<file path="config.mk">
export PLATFORM = sky130hd
export DESIGN_NAME = sram_controller
export DESIGN_NICKNAME = d
export VERILOG_FILES = /design/src/rtl/sram_controller.sv
export SDC_FILE = /design/constraint.sdc
export NUM_CORES = 1
export LEC_CHECK = 0
export CAP_MARGIN = 15
export CORE_UTILIZATION = 52
export CTS_BUF_LIST = sky130_fd_sc_hd__clkbuf_4
export DETAILED_ROUTE_END_ITERATION = 12
export GPL_TIMING_DRIVEN = 0
export PLACE_DENSITY = 0.88
export SLEW_MARGIN = 5
export SYNTH_ARGS = -nofsm -noshare
export SYNTH_HDL_FRONTEND = slang
export SYNTH_SLANG_ARGS = --single-unit
</file>
<file path="constraint.sdc">
create_clock -name clk -period 3.3 [get_ports clk]
set_clock_uncertainty 0.15 [all_clocks]
set_input_delay 0.66 -clock clk [delete_from_list [all_inputs] [get_ports clk]]
set_output_delay 0.66 -clock clk [all_outputs]
set_load 0.02 [all_outputs]
</file>
<file path="src/rtl/sram_controller.sv">
// Sequences 16-bit SRAM accesses for one-word writes and two-word block reads.
// Each request becomes a run of fixed-length access slots followed by a one-cycle ready pulse.
module sram_controller #(
    parameter logic [31:0] BASE_ADDR   = 32'd1024,
    parameter int          WAIT_CYCLES = 2
) (
    input  logic        clk,
    input  logic        rst,
    input  logic [31:0] address,
    input  logic [31:0] wdata,
    input  logic        read_en,
    input  logic        write_en,
    output logic [63:0] rdata,
    output logic        ready,
    output logic [17:0] SRAM_ADDR,
    output logic [15:0] SRAM_DQ_OUT,
    output logic        SRAM_DQ_OE,
    input  logic [15:0] SRAM_DQ_IN,
    output logic        SRAM_WE_N,
    output logic [1:0]  fsm_state
);

    localparam int CW = (WAIT_CYCLES > 2) ? $clog2(WAIT_CYCLES) : 1;
    localparam logic [CW-1:0] LAST = CW'(WAIT_CYCLES - 1);

    typedef enum logic [1:0] {
        IDLE  = 2'd0,
        READ  = 2'd1,
        WRITE = 2'd2,
        DONE  = 2'd3
    } state_t;

    state_t        state;
    logic [31:0]   off;
    logic [16:0]   word;
    logic [15:0]   whi;
    logic [1:0]    slot;
    logic [CW-1:0] cyc;
    logic          unused_bits;

    assign off         = address - BASE_ADDR;
    assign unused_bits = ^{off[31:19], off[1:0]};
    assign fsm_state   = state;

    // Slots 2/3 of a read go to the partner word (halfword bit 1 flipped).
    function automatic logic [17:0] slot_addr(input logic [16:0] w, input logic [1:0] s);
        return {w[16:1], w[0] ^ s[1], s[0]};
    endfunction

    always_ff @(posedge clk or negedge rst) begin
        if (!rst) begin
            state       <= IDLE;
            word        <= '0;
            whi         <= '0;
            slot        <= '0;
            cyc         <= '0;
            rdata       <= '0;
            ready       <= 1'b0;
            SRAM_ADDR   <= '0;
            SRAM_DQ_OUT <= '0;
            SRAM_DQ_OE  <= 1'b0;
            SRAM_WE_N   <= 1'b1;
        end else begin
            case (state)
                IDLE: begin
                    ready <= 1'b0;
                    slot  <= '0;
                    cyc   <= '0;
                    if (write_en) begin
                        word        <= off[18:2];
                        whi         <= wdata[31:16];
                        SRAM_ADDR   <= {off[18:2], 1'b0};
                        SRAM_DQ_OUT <= wdata[15:0];
                        SRAM_DQ_OE  <= 1'b1;
                        SRAM_WE_N   <= 1'b0;
                        state       <= WRITE;
                    end else if (read_en) begin
                        word       <= off[18:2];
                        SRAM_ADDR  <= {off[18:2], 1'b0};
                        SRAM_DQ_OE <= 1'b0;
                        SRAM_WE_N  <= 1'b1;
                        state      <= READ;
                    end
                end
                READ: begin
                    if (cyc == LAST) begin
                        case (slot)
                            2'd0:    rdata[47:32] <= SRAM_DQ_IN;
                            2'd1:    rdata[63:48] <= SRAM_DQ_IN;
                            2'd2:    rdata[15:0]  <= SRAM_DQ_IN;
                            default: rdata[31:16] <= SRAM_DQ_IN;
                        endcase
                        cyc <= '0;
                        if (slot == 2'd3) begin
                            state <= DONE;
                            ready <= 1'b1;
                        end else begin
                            slot      <= slot + 2'd1;
                            SRAM_ADDR <= slot_addr(word, slot + 2'd1);
                        end
                    end else begin
                        cyc <= cyc + 1'b1;
                    end
                end
                WRITE: begin
                    if (cyc == LAST) begin
                        cyc <= '0;
                        if (slot == 2'd1) begin
                            state      <= DONE;
                            ready      <= 1'b1;
                            SRAM_DQ_OE <= 1'b0;
                            SRAM_WE_N  <= 1'b1;
                        end else begin
                            slot        <= 2'd1;
                            SRAM_ADDR   <= slot_addr(word, 2'd1);
                            SRAM_DQ_OUT <= whi;
                            SRAM_WE_N   <= 1'b0;
                        end
                    end else begin
                        cyc <= cyc + 1'b1;
                        // WE rises one cycle before the slot ends so address/data outlast it.
                        if ((cyc + 1'b1) == LAST) SRAM_WE_N <= 1'b1;
                    end
                end
                default: begin
                    ready <= 1'b0;
                    slot  <= '0;
                    cyc   <= '0;
                    state <= IDLE;
                end
            endcase
        end
    end

endmodule

</file>
==> reports/results.tsv <==
stage	metric	value	unit
die	Starting Density	0.539	
clock_network	clock buffer depth	2	
setup_path	Worst Setup Path Type	reg2out	
synthesis	syn_area_per_cell	12.9	um^2
sta	Hold Fails Final Rpt	0	
power_and_ir_drop	Worst IR Drop VDD	0.000722	V
sta	endpoints failing setup	0	
clock_network	clock-pin slew on the worst setup and hold paths	0.12	ns
sta	Final Cycle Share	0.764	
global_routing	largest net degree at the start of global routing	81	
setup_path	Crit path max-delay family	buffers and inverters	
clock_network	Num CTS Buffers	17	
routing	post-route ant nets	0	
synthesis	#FFs+latches synth	139	
synthesis	Warnings, synthesis	0	
placement	RD Place Congestion	0.777	
die	Cell Rows	38	
setup_path	CP bufs+invs	1	
global_routing	overall routing resource usage	0.253	
clock_network	clock tree root driver cell	clkbuf_4	
worst_hold_path	HP Class	reg2reg	
final_layout	share of layout cells above drive strength 1	0.212	
sta	Max Fclk	396	MHz
global_routing	number of antenna violations at the first check in global routing	1	
setup_path	endpoint type of the worst setup path	output port	
routing	met2 WL	6.97	mm
global_routing	GRT overflow	0	
routing	DR WL met3	812	um
job	MaxCap Viol Count	0	
die	die width	108	um
die	die area	0.0118	mm^2
synthesis	Post-Synthesis Cells	457	
clock_network	Worst-Skew Late Latency	0.53	ns
routing	detailed-route wire length per cell	17.4	um
routing	DRT iter0 DRCs	216	
final_layout	design area	0.00809	mm^2
setup_path	Crit Path Max Fanout	3	
die	I/O pin total	187	
global_routing	vias in the first global route	4646	
sta	Slew Viols, Final	0	
clock_network	TritonCTS clock tree	built	
routing	M1 wire length	5.75	mm
power_and_ir_drop	Power Dens Cells	1010	mW/mm^2
sta	Tightest Pin Transition	0.807	ns
sta	slew margin rel.	0.459	
routing	vias per inst	5.47	
synthesis	Yosys top cell by area	dfrtp_1	
sta	RSZ-0062 raised after global routing	false	
die	core area	0.0109	mm^2
die	Die Ht	108	um
setup_path	CP Data Arrival Time	1.71	ns
setup_path	CP peak stage delay	0.63	ns
setup_path	Worst Setup SP	SRAM_WE_N	
setup_path	worst path cell trace	clkdlybuf4s50_1	
final_layout	Nets	741	
sta	Final Critical Period	2.52	ns
final_layout	Area Growth Syn to Fin	37.4	%
synthesis	EDFF count, synth	0	
final_layout	area of the multi-input gates	0.00228	mm^2
synthesis	top cells by area, synth	dfrtp_1 59%, mux2_2 17%, a21oi_1 4.6%	
synthesis	most instantiated library cell after synthesis	dfrtp_1	
synthesis	Synth Cell Area	0.00589	mm^2
routing	DRT Pass-1 Iters	4	
synthesis	top cells by count, synth	138 x dfrtp_1, 89 x mux2_2, 54 x a21oi_1	
sta	hold slack	0.342	ns
setup_path	startpoint types	flip-flop	
synthesis	Seq/Total Area, Yosys	0.591	
routing	DRC Markers	0	
routing	via count	4384	
power_and_ir_drop	total power	0.00815	W
clock_network	H-Tree Level Count	4	
setup_path	Worst R2R Start	fsm_state[0]	
synthesis	FFs w/ async S/R, synth	1.00	
placement	DPL Wire Length	10.2	mm
clock_network	Post-CTS Resized	0	
routing	uppermost layer routed	met4	
synthesis	post-synth cell types	42	
power_and_ir_drop	Leakage	3.39	nW
synthesis	top_reg_cell synth	dfrtp_1	
synthesis	post-synth top area share	0.586	
status	status	finished clean	
placement	I/O Buffers	170	
global_routing	global-route wire length before repair	22.4	mm
setup_path	Slowest cell on crit path	clkdlybuf4s50_1	
clock_network	clock sinks	139	
worst_hold_path	Worst Min Path Start	word[13]	
synthesis	Post-Syn Nets	550	
final_layout	Fillers	755	
placement	Post-DP Area	0.00780	mm^2
routing	DRT Wirelength	14.0	mm
final_layout	Seq. cell area	0.00348	mm^2
setup_path	Worst Path Required	2.49	ns
-- final timing paths --
path,to,slack (ns),cells past startpoint
min in group asynchronous,rdata[20],0.56,2
setup / recovery,SRAM_WE_N,0.78,1
max in group asynchronous,whi[2],1.67,3
hold / removal,word[13],0.34,1
hold reg to reg,word[13],0.34,1
setup reg to reg,SRAM_ADDR[12],0.87,8
-- power breakdown --
part / internal [W] / switching [W] / leakage [nW]
clock: 0.000509 / 0.000593 / 0.145
sequential: 0.00248 / 0.000416 / 1.63
combinational: 0.00199 / 0.00217 / 1.62
-- placed cells by master (no fill, tap or decap), types with 4 or more instances in the layout --
| cell | synthesis | layout |
|---|---|---|
| a21o_1 | 4 | 4 |
| a21oi_1 | 54 | 54 |
| buf_2 | 13 | 13 |
| clkbuf_1 | 10 | 10 |
| clkbuf_4 | 0 | 17 |
| clkdlybuf4s50_1 | 0 | 169 |
| clkinv_2 | 0 | 5 |
| clkinvlp_4 | 0 | 4 |
| dfrtp_1 | 138 | 138 |
| ha_1 | 9 | 9 |
| inv_1 | 7 | 7 |
| mux2_1 | 5 | 5 |
| mux2_2 | 89 | 89 |
| mux2i_1 | 20 | 20 |
| nand2_1 | 16 | 16 |
| nand2b_1 | 4 | 4 |
| nand3_1 | 7 | 7 |
| nor2_1 | 22 | 22 |
| nor2b_1 | 10 | 10 |
| o21ai_0 | 14 | 14 |
-- stage by stage --
step / setup WS, ns / cells / util / TNS, ns
2_1_floorplan: 1.10 / 457 / - / 0
3_3_place_gp: -3.81 / 767 / 0.710 / -526.64
3_5_place_dp: 0.521 / 768 / 0.713 / 0
4_1_cts: 0.716 / 801 / 0.740 / 0
5_1_grt: 0.690 / 802 / 0.740 / 0
6_report: 0.777 / 802 / 0.740 / 0
-- routing by layer --
layer  vias to the layer above  track usage
met2                       174        0.434
li1                       2007            -
met1                      2168        0.301
met5                         -            0
met4                         0        0.124
met3                        35       0.0555
-- sequential cells by signal, summed over array words and instances (netlist names) --
signal	flops
rdata	64
SRAM_ADDR	18
word	17
SRAM_DQ_OUT	16
whi	16
fsm_state	2
slot	2
SRAM_DQ_OE	1
SRAM_WE_N	1
cyc	1
ready	1
-- kinds of logic after synthesis --
kind of cell             after synthesis  synth area share
AO/OA/AOI/OAI                         87            0.0822
XOR/XNOR                               5           0.00743
adder cells (fa/ha/maj)                9            0.0191
buffers and inverters                 31            0.0231
flip-flops                           139             0.591
multiplexers                         114             0.214
AND/OR/NAND/NOR                       72            0.0639
-- layout make-up --
cell class | instances | share of cell area
Sequential cell | 139 | 0.430
Multi-Input combinational cell | 287 | 0.281
Timing Repair Buffer | 172 | 0.215
Tap cell | 140 | 0.0216
Clock inverter | 15 | 0.0193
Clock buffer | 17 | 0.0158
Buffer | 24 | 0.0136
Inverter | 7 | 0.00325
Antenna cell | 1 | 0.000309
-- what timing repair did --
| action | in CTS | in global routing |
|---|---|---|
| setup buffers | 0 | 0 |
| hold buffers | 1 | 0 |
| endpoints found under the hold margin | 12 | 0 |
| setup endpoints to repair | 0 | 0 |
(Power assumes the default switching activity.)
